`config.mk`:
```
export PLATFORM = sky130hd
export DESIGN_NAME = delay_timer_flat
export DESIGN_NICKNAME = d
export VERILOG_FILES = /design/src/rtl/delay_timer_if.sv /design/src/rtl/delay_timer.sv /design/src/flat_wrapper.sv
export SDC_FILE = /design/constraint.sdc
export NUM_CORES = 1
export LEC_CHECK = 0
export BUFFER_PORTS_ARGS = -buffer_cell sky130_fd_sc_hd__buf_4
export CAP_MARGIN = 20
export CORE_MARGIN = 1
export CORE_UTILIZATION = 40
export DETAILED_ROUTE_END_ITERATION = 10
export PLACE_DENSITY = 0.67
export SKIP_LAST_GASP = 1
export SLEW_MARGIN = 15
export SYNTH_ARGS = -nofsm -noshare
export SYNTH_HDL_FRONTEND = slang
export SYNTH_SLANG_ARGS = --single-unit
```
`constraint.sdc`:
```
create_clock -name clk -period 2 [get_ports clk]
set_clock_uncertainty 0.2 [all_clocks]
set_input_delay 0.3 -clock clk [delete_from_list [all_inputs] [get_ports clk]]
set_output_delay 0.3 -clock clk [all_outputs]
set_load 0.05 [all_outputs]
```
`src/rtl/delay_timer_if.sv`:
```
// Handshake bundle between the 1101 detector/user side and delay_timer.
// master = stimulus side, slave = the timer itself.
interface delay_timer_if;
    logic       start_shifting;
    logic       data;
    logic       ack;
    logic       counting;
    logic       done;
    logic [3:0] count;

    modport master (
        output start_shifting, data, ack,
        input  counting, done, count
    );

    modport slave (
        input  start_shifting, data, ack,
        output counting, done, count
    );
endinterface

```
`src/rtl/delay_timer.sv`:
```
// Loads a 4-bit delay serially after a 0->1 start_shifting edge, counts
// (delay+1)*CYCLES_PER_UNIT cycles, then holds done until ack.
module delay_timer #(
    parameter int unsigned CYCLES_PER_UNIT = 1000
) (
    input  logic          clk,
    input  logic          reset,
    delay_timer_if.slave  bus
);

    localparam int unsigned UW = (CYCLES_PER_UNIT > 1) ? $clog2(CYCLES_PER_UNIT) : 1;
    localparam logic [UW-1:0] UNIT_MAX = UW'(CYCLES_PER_UNIT - 1);

    typedef enum logic [1:0] {IDLE, SHIFT, COUNT, DONE} state_t;

    state_t        state;
    logic          start_q;
    logic [3:0]    delay;
    logic [3:0]    delay_next;
    logic [1:0]    idx;
    logic [UW-1:0] unit_cnt;
    logic [3:0]    count_r;
    logic          counting_r;
    logic          done_r;

    // Delay value including the bit being captured this cycle, so the
    // final SHIFT edge can load count with all four bits at once.
    always_comb begin
        delay_next      = delay;
        delay_next[idx] = bus.data;
    end

    always_ff @(posedge clk) begin
        if (!reset) begin
            state      <= IDLE;
            start_q    <= 1'b1;
            delay      <= '0;
            idx        <= '0;
            unit_cnt   <= '0;
            count_r    <= '0;
            counting_r <= 1'b0;
            done_r     <= 1'b0;
        end else begin
            start_q <= bus.start_shifting;
            unique case (state)
                IDLE: begin
                    if (bus.start_shifting && !start_q) begin
                        delay <= {bus.data, 3'b000};
                        idx   <= 2'd2;
                        state <= SHIFT;
                    end
                end
                SHIFT: begin
                    delay <= delay_next;
                    if (idx == 2'd0) begin
                        count_r    <= delay_next;
                        unit_cnt   <= '0;
                        counting_r <= 1'b1;
                        state      <= COUNT;
                    end else begin
                        idx <= idx - 2'd1;
                    end
                end
                COUNT: begin
                    if (unit_cnt == UNIT_MAX) begin
                        unit_cnt <= '0;
                        if (count_r != 4'd0) begin
                            count_r <= count_r - 4'd1;
                        end else begin
                            counting_r <= 1'b0;
                            done_r     <= 1'b1;
                            state      <= DONE;
                        end
                    end else begin
                        unit_cnt <= unit_cnt + UW'(1);
                    end
                end
                DONE: begin
                    if (bus.ack) begin
                        done_r <= 1'b0;
                        state  <= IDLE;
                    end
                end
                default: state <= IDLE;
            endcase
        end
    end

    assign bus.counting = counting_r;
    assign bus.done     = done_r;
    assign bus.count    = count_r;

endmodule

```
`src/flat_wrapper.sv`:
```
// flat-port wrapper written by rule: the top's interface ports become plain ports
module delay_timer_flat 
#(
    parameter int unsigned CYCLES_PER_UNIT = 1000
)
  (clk, reset, bus_start_shifting, bus_data, bus_ack, bus_counting, bus_done, bus_count);
  delay_timer_if bus_i ();
  input  logic clk;
  input  logic reset;
  input wire logic [$bits(bus_i.start_shifting)-1:0] bus_start_shifting;
  input wire logic [$bits(bus_i.data)-1:0] bus_data;
  input wire logic [$bits(bus_i.ack)-1:0] bus_ack;
  output wire logic [$bits(bus_i.counting)-1:0] bus_counting;
  output wire logic [$bits(bus_i.done)-1:0] bus_done;
  output wire logic [$bits(bus_i.count)-1:0] bus_count;
  assign bus_i.start_shifting = bus_start_shifting;
  assign bus_i.data = bus_data;
  assign bus_i.ack = bus_ack;
  assign bus_counting = bus_i.counting;
  assign bus_done = bus_i.done;
  assign bus_count = bus_i.count;
  delay_timer #(.CYCLES_PER_UNIT(CYCLES_PER_UNIT)) u_core (.clk(clk), .reset(reset), .bus(bus_i));
endmodule
```
After elaboration in Yosys (flattened, before gate mapping)
Cells that the tools add are included.
- register bits: 25
- input bits: 5
- $add $sub $neg: 3
- magnitude comparators: 2
- equality and inequality tests: 11
- mux-type cells: 29
- reduce and logical (&&, ||, !) cells: 16
- operator list (operator ; number):
    10-bit 2-to-1 mux ; 2
    10-bit one-hot mux with 2 select lines ; 1
    4-bit 2-to-1 mux ; 4
    4-bit one-hot mux with 2 select lines ; 2
    2-bit 2-to-1 mux ; 7
    4-bit AND reduction ; 3
    10-bit by 1-bit adder with 10-bit output, second input constant ; 1
    10-bit equality test, second input constant ; 1
    2-bit by 1-bit inequality test with 1-bit output, second input constant ; 4
    2-bit one-hot mux with 4 select lines ; 1
    1-bit 2-to-1 mux ; 7
    2-bit inequality test, second input constant ; 3
    2-bit nonzero test ; 3
    5-bit AND reduction ; 1
    4-bit bitwise mux ; 1
    2-bit equality test, second input constant ; 2
    2-bit zero test ; 2
    1-bit one-hot mux with 2 select lines ; 2
    2-bit one-hot mux with 2 select lines ; 1
    2-bit AND reduction ; 2
    4-bit nonzero test ; 1
    4-bit by 1-bit subtractor with 4-bit output, second input constant ; 1
    2-bit by 3-bit < comparator with 1-bit output, second input constant ; 1
    3-bit AND reduction ; 1
    6 further kinds ; 7

Longest topological paths before layout
Gate-level depths: netlist of run 1.
- depth in word-level cells: 7
- depth in mapped cells: 7
- mapped depth without buffers: 6

Least setup slack after synthesis of run 1
No wires, ideal clock.
- kind: flip-flop to flip-flop
- from: register u_core.count_r[0], in the netlist u_core.bus.count[0]
- to: register u_core.count_r[3], in the netlist u_core.bus.count[3]
- library setup time: 0.120 ns
- data arrival time: 1.662 ns
- path slack: 0.018 ns
- stages on the path, launching flop included: 7
- cells stage by stage: dfxtp_1 -> inv_1 -> ha_1 -> nor3b_4 -> nor3_1 -> a31oi_1 -> o31a_1
- cells in the longest elaborated chain, start to end: 4
- elaborated cells between the ends (all ways): 7
- classes of those cells: add/sub: 1; eq/ne: 1; mux: 3; reduce/logical: 2
- RTL lines (element ; RTL line ; RTL):
    start: declaration ; delay_timer.sv:22 ; logic [3:0] count_r;
    start signal: assignment ; delay_timer.sv:56 ; count_r <= delay_next;
    start signal: assignment ; delay_timer.sv:68 ; count_r <= count_r - 4'd1;
    4-bit by 1-bit subtractor with 4-bit output ; delay_timer.sv:68 ;
    4-bit 2-to-1 mux ; delay_timer.sv:67 ; if (count_r != 4'd0) begin
    4-bit 2-to-1 mux ; delay_timer.sv:65 ; if (unit_cnt == UNIT_MAX) begin
    4-bit one-hot mux with 2 select lines ; delay_timer.sv:45 ; unique case (state)
Several ways; a longest one is shown, not always the timed one. The select of a mux whose other input is x is not followed.
A chain may end at the register's enable or synchronous reset.

Worst setup path in the final report of run 1
- from: input bus_start_shifting
- to: register u_core.state[1]
- cells in the longest elaborated chain, start to end: 3
- RTL lines (element ; RTL line ; RTL):
    start: declaration ; flat_wrapper.sv:10 ; input wire logic [$bits(bus_i.start_shifting)-1:0] bus_start_shifting;
    1-bit logical AND ; delay_timer.sv:47 ; if (bus.start_shifting && !start_q) begin
    2-bit by 1-bit inequality test with 1-bit output (no source line) ; - ;
    5-bit AND reduction (no source line) ; - ;
    end signal: assignment ; delay_timer.sv:50 ; state <= SHIFT;
    end signal: assignment ; delay_timer.sv:59 ; state <= COUNT;
    end signal: assignment ; delay_timer.sv:72 ; state <= DONE;
    end: declaration ; delay_timer.sv:16 ; state_t state;
No other way between the ends.

==> results.md, run 1 <==
Final layout:
- The number of diodes added for antenna fixing is 0.
- The storage element area is 482 um2.
- Of the cells placed in the final design, the portion with a size suffix greater than 1 is 18.8%.
- The number of inserted filler cells in the final layout is 333.
- The post-layout net count is 197.
- The area added between synthesis and finish is 15.7%.
- The cell area after layout is 1670 um2.
- Summing all multi-input logic gate instances after layout gives 917 um2.

CTS:
- CTS built an H-tree with a depth of 1.
- Clock tree synthesis selected as its root buffer the cell sky130_fd_sc_hd__clkbuf_4.
- The number of clock buffers added by TritonCTS is 3.
- The maximum clock insertion buffer count is 2.
- The CTS tree is yes.
- After clock tree synthesis, the clock-pin slew on the worst setup and hold paths is 0.14 ns.
- At the later pin of the worst-skew pair, clock insertion delay measures 0.32 ns.
- For this design, the sink count on the clock tree is 24.

Place:
- The congestion estimate from routability-driven global placement came to 0.853.
- Once placement finished, the instance area stood at 1570 um2.
- The detailed placement HPWL is 2350 um.
- The port buffer count is 10.

Worst setup path:
- In this design, the stage delay of the slowest critical-path cell is 0.52 ns.
- The endpoint required time on the critical path is 2.04 ns.
- Along the worst path, the maximum fanout reaches 5.
- The worst setup path is captured at a flip-flop.
- The cell at the slowest stage of the critical path is sky130_fd_sc_hd__dlygate4sd3_1.
- Data arrives at the worst endpoint at 1.96 ns.
- By startpoint and endpoint, the worst setup path is classified as in -> reg.
- Walking the worst path, the cells encountered are dlygate4sd3_1 > buf_4 > nand2b_1 > a221o_1 > or3b_1 > a21oi_1.
- The startpoint type of the worst setup path is a primary input.
- Counting cells, the worst reg-to-reg path comes to 6.

Yosys:
- Synthesis produced a netlist whose cell count is 165.
- Counting every net in the synthesized netlist gives 180.
- The share of synthesized area occupied by flip-flops and latches is 33.3%.
- Yosys mapped a number of flops with a built-in enable equal to 0.
- Summing every instance area after synthesis gives 1440 um2.
- The fraction of registers with async set/reset is 0%.
- The Yosys step of the flow raised 0 warnings.
- Counting flops and latches in the post-synthesis netlist gives 24.
- The netlist uses 44 different library cells.
- The top flip-flop cell by instance count after synthesis is sky130_fd_sc_hd__dfxtp_1.
- The mean cell area of the mapped netlist is 8.74 um2.

Die:
- The die span in y is 62.0 um.
- The core area is 3390 um2.
- The initial utilization of the core area, before any placement, comes to 42.5%.
- After floorplanning, the core was divided into 21 placement rows.
- The floorplan die width is 62.0 um.
- The die covers 3850 um2.
- The top-level I/O count is 11.

Worst hold path:
- The worst hold path class is in -> reg.
- The number of cells on the worst hold path is 2.

Timing:
- The actual transition at the worst max-transition pin is 0.407 ns.
- The highest achievable clock rate is 0.522 GHz.
- The worst-case headroom to the max-slew limit is 72.9%.
- The number of hold violations in the final report was 0.
- The final critical path takes up 95.8% of the cycle.
- The post-layout minimum cycle time is 1.92 ns.
- The max-slew violation count came to 0.
- Setup repair after global routing left no endpoint under its margin.
- Adding up every negative setup slack in the final design gives 0 ns.
- The total setup violations reported at the end of the flow is 0.
- The tightest hold margin is 0.0268 ns.

Detailed routing:
- The wire length reported by the detailed router is 3110 um.
- The first routing iteration left 71 violations.
- The pre-antenna-repair detailed-routing pass consisted of 4 iterations.
- The number of remaining DRC errors is 0.
- The via count is 1,245.
- The detail route stage leaves a number of antenna-violating nets equal to 0.
- Dividing the detail-routed wire length by the instance count gives 13.7 um.
- In the routed layout, each cell is associated on average with a via count of 5.48.

Global route:
- The number of antenna violations at the first check in global routing is 0.
- The number of global-route vias before repair is 1,098.
- The global-route wire length before repair is 4750 um.
- Global routing used 16.9% of the available tracks across all layers.
- The pin count of the biggest net entering global routing is 14.
- The total overflow left after global routing is 0.

Power and ir drop:
- Across the VDD grid, the largest voltage drop is 476 uV.
- Power spread over the standard cell area amounts to 1130 nW/um2.
- For this design the static power due to leakage is 0.595 nW.

Outcome:
- The run finished with clean final reports.

Job:
- The tool flagged a number of max-cap violations equal to 0.
-- routing by layer --
| layer | vias up | GRT usage (%) | share of wire (%) |
|---|---|---|---|
| met1 | 600 | 20.1 | 48 |
| met5 | - | 0 | 0 |
| li1 | 630 | - | - |
| met2 | 13 | 31.0 | 49 |
| met4 | 0 | 2.86 | 0.51 |
| met3 | 2 | 4.35 | 2.9 |
-- registers in the layout, summed over array words and instances (netlist names) --
| register | flops |
|---|---|
| u_core.bus.done | 1 |
| u_core.bus.count | 4 |
| u_core.unit_cnt | 10 |
| u_core.bus.counting | 1 |
| u_core.start_q | 1 |
| u_core.state | 2 |
| u_core.delay | 3 |
| u_core.idx | 2 |
-- synth_stat cells, types with 2 or more instances --
cell	number	area [um2]
sky130_fd_sc_hd__and3_1	3	18.8
sky130_fd_sc_hd__dfxtp_1	24	480
sky130_fd_sc_hd__ha_1	10	125
sky130_fd_sc_hd__nand2_1	12	45.0
sky130_fd_sc_hd__buf_2	3	15.0
sky130_fd_sc_hd__nor4_1	2	12.5
sky130_fd_sc_hd__nand4b_1	2	17.5
sky130_fd_sc_hd__o21ai_0	10	50.1
sky130_fd_sc_hd__nand3_1	6	30.0
sky130_fd_sc_hd__a41oi_1	2	17.5
sky130_fd_sc_hd__and4_1	2	17.5
sky130_fd_sc_hd__a211oi_1	3	22.5
sky130_fd_sc_hd__nor2_1	13	48.8
sky130_fd_sc_hd__mux2_2	2	22.5
sky130_fd_sc_hd__nand3b_1	2	15.0
sky130_fd_sc_hd__xnor2_1	4	35.0
sky130_fd_sc_hd__o31a_1	2	17.5
sky130_fd_sc_hd__mux2i_1	3	30.0
sky130_fd_sc_hd__xor2_1	5	43.8
sky130_fd_sc_hd__buf_6	2	22.5
sky130_fd_sc_hd__inv_1	9	33.8
sky130_fd_sc_hd__clkbuf_1	2	7.51
sky130_fd_sc_hd__nor3_1	4	20.0
sky130_fd_sc_hd__nand2b_1	3	18.8
sky130_fd_sc_hd__nand4_1	6	37.5
sky130_fd_sc_hd__a21oi_1	7	35.0
sky130_fd_sc_hd__a31oi_1	4	25.0
sky130_fd_sc_hd__and2_1	2	12.5
-- stage by stage --
stage,util [%],setup WS (ns),instances,power (mW)
2_1_floorplan,-,0.0183,165,1.30
3_3_place_gp,46.4,0.135,220,1.51
3_5_place_dp,46.4,0.0323,220,1.55
4_1_cts,47.8,0.00170,225,1.81
5_1_grt,49.2,0.00371,227,2.02
6_report,49.2,0.0848,227,1.88
-- worst max-delay path, delay by kind of cell --
family	cells	cell delay (ns)
AOI/OAI and AO/OA	2	0.51
and+or+nand+nor	2	0.51
buffers and inverters	2	0.63
-- layout by cell type (no fill, tap or decap), types with 2 or more instances in the layout --
cell / Yosys / final
sky130_fd_sc_hd__dfxtp_1: 24 / 23
sky130_fd_sc_hd__buf_4: 0 / 17
sky130_fd_sc_hd__nor2_1: 13 / 13
sky130_fd_sc_hd__nand2_1: 12 / 12
sky130_fd_sc_hd__o21ai_0: 10 / 10
sky130_fd_sc_hd__inv_1: 9 / 9
sky130_fd_sc_hd__a21oi_1: 7 / 7
sky130_fd_sc_hd__ha_1: 10 / 7
sky130_fd_sc_hd__nand3_1: 6 / 6
sky130_fd_sc_hd__nand4_1: 6 / 6
sky130_fd_sc_hd__xor2_1: 5 / 5
sky130_fd_sc_hd__nor3_1: 4 / 4
sky130_fd_sc_hd__a31oi_1: 4 / 4
sky130_fd_sc_hd__xnor2_1: 4 / 4
sky130_fd_sc_hd__nand2b_1: 3 / 3
sky130_fd_sc_hd__a211oi_1: 3 / 3
sky130_fd_sc_hd__and3_1: 3 / 3
sky130_fd_sc_hd__mux2i_1: 3 / 3
sky130_fd_sc_hd__clkbuf_4: 0 / 3
sky130_fd_sc_hd__nand3b_1: 2 / 2
sky130_fd_sc_hd__and2_1: 2 / 2
sky130_fd_sc_hd__and4_1: 2 / 2
sky130_fd_sc_hd__mux2_2: 2 / 2
sky130_fd_sc_hd__o31a_1: 2 / 2
sky130_fd_sc_hd__nor4_1: 2 / 2
sky130_fd_sc_hd__nand4b_1: 2 / 2
sky130_fd_sc_hd__ha_2: 0 / 2
-- cells by family after synthesis --
group,count (synthesis),share of synthesized area (%)
compound gates,36,16.5
fa+ha+maj,10,8.68
buf+inv,17,5.73
mux,6,5.21
flops,24,33.3
xor+xnor,9,5.47
simple gates,63,25.1
-- area by class of cell --
| type | instances | share of cell area (%) |
|---|---|---|
| Clock buffer | 4 | 2.18 |
| Multi-Input combinational cell | 125 | 55.0 |
| Inverter | 10 | 2.25 |
| Timing Repair Buffer | 18 | 8.25 |
| Sequential cell | 24 | 28.9 |
| Tap cell | 46 | 3.45 |
-- path summary, 6_finish.rpt --
| path | slack (ns) | endpoint | from |
|---|---|---|---|
| max reg2reg | 0.11 | u_core.state[1]$_SDFFE_PN0P_ | u_core.state[1]$_SDFFE_PN0P_ |
| max | 0.08 | u_core.state[1]$_SDFFE_PN0P_ | bus_start_shifting |
| min reg2reg | 0.29 | u_core.delay[1]$_SDFFE_PN0P_ | u_core.delay[1]$_SDFFE_PN0P_ |
| min | 0.03 | u_core.start_q$_SDFF_PN1_ | reset |
-- power by group --
| part | internal (mW) | switching [mW] |
|---|---|---|
| clock | 0.111 | 0.147 |
| sequential | 0.544 | 0.0579 |
| combinational | 0.431 | 0.589 |
-- timing repair --
item                                   CTS  global route
endpoints found under the hold margin    1             0
setup endpoints to repair                0             5
resized for setup                        0             6
hold buffers                             1             0
buffers inserted                         0             1
Note: power is estimated with default switching activity, not from simulation.
==> run 2: changes to the inputs <==
ABC_AREA = 1   (was unset)
==> run 2 against run 1 <==
Against the previous run: non-clock buffer count fell by 5; area after synthesis rose by 0.87%; setup slack improved by 0.062 ns; largest cell class unchanged; synthesized cell count rose by 35%; via count rose by 3.7%; final area fell by 2.3%; register-to-register slack improved by 0.04 ns.
==> results.md, run 2 <==
Worst setup path:
- The number of buffers and inverters on the critical path is 3 (+1).
- The depth of the worst register-to-register path came to 12 (+6).
- Walking the worst path, the cells encountered are inv_1 > ha_1 > inv_1 > nand2_2 > nand2_2 > nand2_2 > inv_2 > nand2_2 > nor2_4 > nand2_1 > nand2_1 > nor2_1.
- The slowest stage of the critical path is the sky130_fd_sc_hd__dfxtp_1 cell.
- The endpoint required time on the critical path is 2.05 ns (about the same).
- The largest fanout on the critical path is 6 (+1).
- The worst setup path is launched from a flip-flop.
- STA classifies the critical path endpoint as a flip-flop.
- Broken down by cell family, the worst path's largest delay share belongs to simple AND/OR/NAND/NOR gates.
- The slack of the worst reg-to-reg path is 0.15 ns (+0.04 ns).
- The cell seen most often among critical-path stages is sky130_fd_sc_hd__nand2_2.
- The worst stage delay on the critical path came to 0.39 ns (-0.13 ns).
- The startpoint identified for the worst register-to-register timing path is u_core.state[1]$_SDFFE_PN0P_.
- The critical path arrival was 1.90 ns (-0.06 ns).
- The start-to-end type of the worst setup path is reg -> reg.
- The reg-to-reg endpoint is u_core.unit_cnt[8]$_SDFFE_PN0P_.

Final layout:
- The area added between synthesis and finish is 12.1%.
- The number of inserted filler cells in the final layout is 364 (+9.3%).
- The cell area after layout is 1630 um2 (-2.3%).
- The share of post-route cells with drive strength above 1 came to 11.8% (-7.0 points).
- The post-layout net count was 253 (+28%).
- The storage element area is 500 um2 (+3.9%).
- The most common library cell in the layout ignoring fill and taps is sky130_fd_sc_hd__nand2_1.
- The number of flip-flops in the largest register is 10 (unchanged).
- In the layout the commonest cells are 64 x sky130_fd_sc_hd__nand2_1, 33 x sky130_fd_sc_hd__inv_1, 32 x sky130_fd_sc_hd__nor2_1.
- The register with the most flip-flops in the final layout is u_core.unit_cnt.
- The area occupied by multi-input gates is 817 um2 (-11%).
- The number of diodes added for antenna fixing is 0 (unchanged).

Yosys:
- The area of the mapped netlist is 1450 um2 (+0.87%).
- Yosys attributes the largest share of cell area to sky130_fd_sc_hd__dfxtp_1 34%, sky130_fd_sc_hd__nand2_1 17%, sky130_fd_sc_hd__ha_1 8.6%.
- The mean cell area of the mapped netlist came to 6.55 um2 (-25%).
- The synthesized netlist cell count is 222 (+35%).
- The top flip-flop cell by instance count after synthesis is sky130_fd_sc_hd__dfxtp_1.
- The number of distinct library cells after synthesis is 24 (-45%).
- The fraction of registers with async set/reset is 0% (unchanged).
- The share of synthesized area occupied by flip-flops and latches is 34.4% (+1.1 points).
- The number of enable-type register cells in the synthesized netlist was 0 (unchanged).
- The yosys synthesis warning count is 0 (unchanged).
- The fraction of synthesized cell area taken by the top area cell type was 34.4% (+1.1 points).
- The library cell with the highest instance count after synthesis is sky130_fd_sc_hd__nand2_1.
- The total of flip-flops plus latches after synthesis was 25 (+4.2%).
- The net count after synthesis is 237 (+32%).
- The cell type with the largest total area after synthesis is sky130_fd_sc_hd__dfxtp_1.
- After synthesis, the most frequently instantiated cells are 64 x sky130_fd_sc_hd__nand2_1, 33 x sky130_fd_sc_hd__inv_1, 32 x sky130_fd_sc_hd__nor2_1.

Die:
- The die span in y is 62.3 um (+0.42%).
- The initial cell density of the core is 42.6% (about the same).
- The floorplan die width is 62.3 um (+0.42%).
- The area of the die is 3880 um2 (+0.84%).
- The top-level I/O count came to 11 (unchanged).
- The site row count is 21 (unchanged).
- The core area is 3420 um2 (+0.78%).

Global route:
- The number of antenna violations at the first check in global routing is 0 (unchanged).
- The global-route wire length before repair is 4780 um (+0.57%).
- The all-layer global routing usage is 15.3% (-1.7 points).
- The total congestion overflow is 0 (unchanged).
- The pin count of the biggest net entering global routing is 15 (+1).
- The number of global-route vias before repair is 1,118 (+1.8%).

Detailed routing:
- The final antenna-violating net count is 0 (unchanged).
- The number of remaining DRC errors came to 0 (unchanged).
- The wire length reported by the detailed router is 2780 um (-11%).
- The via count is 1,291 (+3.7%).
- The violation count after the first detailed-route iteration was 42 (-41%).
- The detailed-route wire length per cell is 9.81 um (-28%).
- The length of the first detailed-routing pass in iterations is 4 (unchanged).
- The mean number of vias per cell came to 4.56 (-17%).

Timing:
- The number of hold violations in the final report came to 0 (unchanged).
- The total setup violations reported at the end of the flow is 0 (unchanged).
- The highest achievable clock rate is 0.540 GHz (+3.3%).
- The worst-case headroom to the max-slew limit was 80.9% (+8.0 points).
- The part of the cycle the worst path needs is 92.7% (-3.1 points).
- The actual transition at the worst max-transition pin is 0.286 ns (-0.121 ns).
- The max-slew violation count is 0 (unchanged).
- Setup repair after global routing left no endpoint under its margin.
- The sum of negative setup slack came to 0 ns (unchanged).
- The post-layout minimum cycle time was 1.85 ns (-0.0617 ns).

CTS:
- The clock-pin slew on the worst setup and hold paths is 0.15 ns (about the same).
- The library cell used as clock root buffer is sky130_fd_sc_hd__clkbuf_4.
- The depth of the CTS H-tree is 1 (unchanged).
- The clock latency on the worst-skew pair is 0.33 ns (about the same).
- The post-CTS repair timing setup buffer count came to 0 (unchanged).
- The maximum clock insertion buffer count is 2 (unchanged).
- The CTS tree is yes.
- The number of buffers created by CTS came to 3 (unchanged).
- The number of clock sinks was 25 (+4.2%).

Power and ir drop:
- The maximum resistive drop on vdd is 473 uV (-0.51%).
- The total power density per cell area was 1310 nW/um2 (+16%).
- The leakage dissipation is 0.794 nW (+33%).

Job:
- The number of maximum-capacitance violations is 0 (unchanged).

Outcome:
- The run finished with clean final reports.

Place:
- The placed cell area is 1590 um2 (+0.72%).
- The routability congestion estimate from global placement is 0.828 (-3.0%).
- The detailed placement HPWL was 2140 um (-8.7%).
- The port buffer count is 10 (unchanged).

Worst hold path:
- The number of cells on the worst hold path is 2 (unchanged).
- The worst hold path class is in -> reg.
- The capture endpoint of the worst hold path is u_core.start_q$_SDFF_PN1_.
- The startpoint identified for the worst hold timing path is reset.
[run 2: area by class of cell]
cell class	instances	share of cell area (%)
clock buffers	3	1.38
clock inverters	1	0.307
inverters	34	7.83
multi-input cells	161	50.1
flip-flops and latches	25	30.7
well taps	46	3.53
repair buffers	13	6.14
[run 2: routing by layer]
layer	track usage [%]	routed length, um
met4	6.10	33
met1	21.2	1480
met2	23.4	1160
met3	2.76	98
met5	0	0
[run 2: repair_timing]
| action | 4_1_cts | 5_1_grt |
|---|---|---|
| hold buffers | 1 | 0 |
| gates resized for setup | 0 | 1 |
| endpoints found under the hold margin | 1 | 0 |
| setup endpoints to repair | 0 | 1 |
[run 2: worst max path at each step]
stage	slack (ns)	cells past startpoint	from	end
after floorplan	0.15	9	u_core.bus.count[0]$_SDFFE_PN0P_	u_core.bus.count[0]$_SDFFE_PN0P_
after global placement	0.17	12	u_core.state[1]$_SDFFE_PN0P_	u_core.unit_cnt[8]$_SDFFE_PN0P_
after detailed placement	0.14	9	u_core.state[1]$_SDFFE_PN0P_	u_core.unit_cnt[7]$_SDFFE_PN0P_
after CTS	0.11	9	u_core.state[1]$_SDFFE_PN0P_	u_core.unit_cnt[7]$_SDFFE_PN0P_
after global routing	0.008	11	u_core.state[1]$_SDFFE_PN0P_	u_core.unit_cnt[8]$_SDFFE_PN0P_
final	0.15	12	u_core.state[1]$_SDFFE_PN0P_	u_core.unit_cnt[8]$_SDFFE_PN0P_
[run 2: metrics by stage]
step	std cells	utilization (%)	total power [mW]	worst slack [ns]	hold slack, ns
floorplan	222	-	1.63	0.155	0.196
global placement	278	46.4	1.90	0.173	0.249
detailed placement	278	46.4	1.90	0.136	0.257
CTS	283	47.5	2.13	0.113	0.0382
global route	283	47.7	2.35	0.00778	0.0196
finish	283	47.7	2.14	0.146	0.0413
[run 2: logic make-up after synthesis]
kind of cell / count (synthesis) / synth area share [%]
XOR/XNOR: 3 / 1.81
buffers and inverters: 36 / 9.90
AO/OA/AOI/OAI: 24 / 8.61
adder cells (fa/ha/maj): 10 / 8.61
AND/OR/NAND/NOR: 124 / 36.7
flip-flops: 25 / 34.4
[run 2: power by group]
part | total (mW) | internal, mW | switching, mW
logic | 1.23 | 0.412 | 0.818
registers | 0.676 | 0.599 | 0.0768
clock network | 0.232 | 0.0751 | 0.157
total | 2.14 | 1.09 | 1.05
[run 2: worst reg2reg max path, cell delays in order, from the launching register on]
cell and delay (ns):
sky130_fd_sc_hd__dfxtp_1 0.39, sky130_fd_sc_hd__inv_1 0.09, sky130_fd_sc_hd__ha_1 0.25, sky130_fd_sc_hd__inv_1 0.16
sky130_fd_sc_hd__nand2_2 0.10, sky130_fd_sc_hd__nand2_2 0.13, sky130_fd_sc_hd__nand2_2 0.06, sky130_fd_sc_hd__inv_2 0.08
sky130_fd_sc_hd__nand2_2 0.07, sky130_fd_sc_hd__nor2_4 0.11, sky130_fd_sc_hd__nand2_1 0.06, sky130_fd_sc_hd__nand2_1 0.06
sky130_fd_sc_hd__nor2_1 0.04
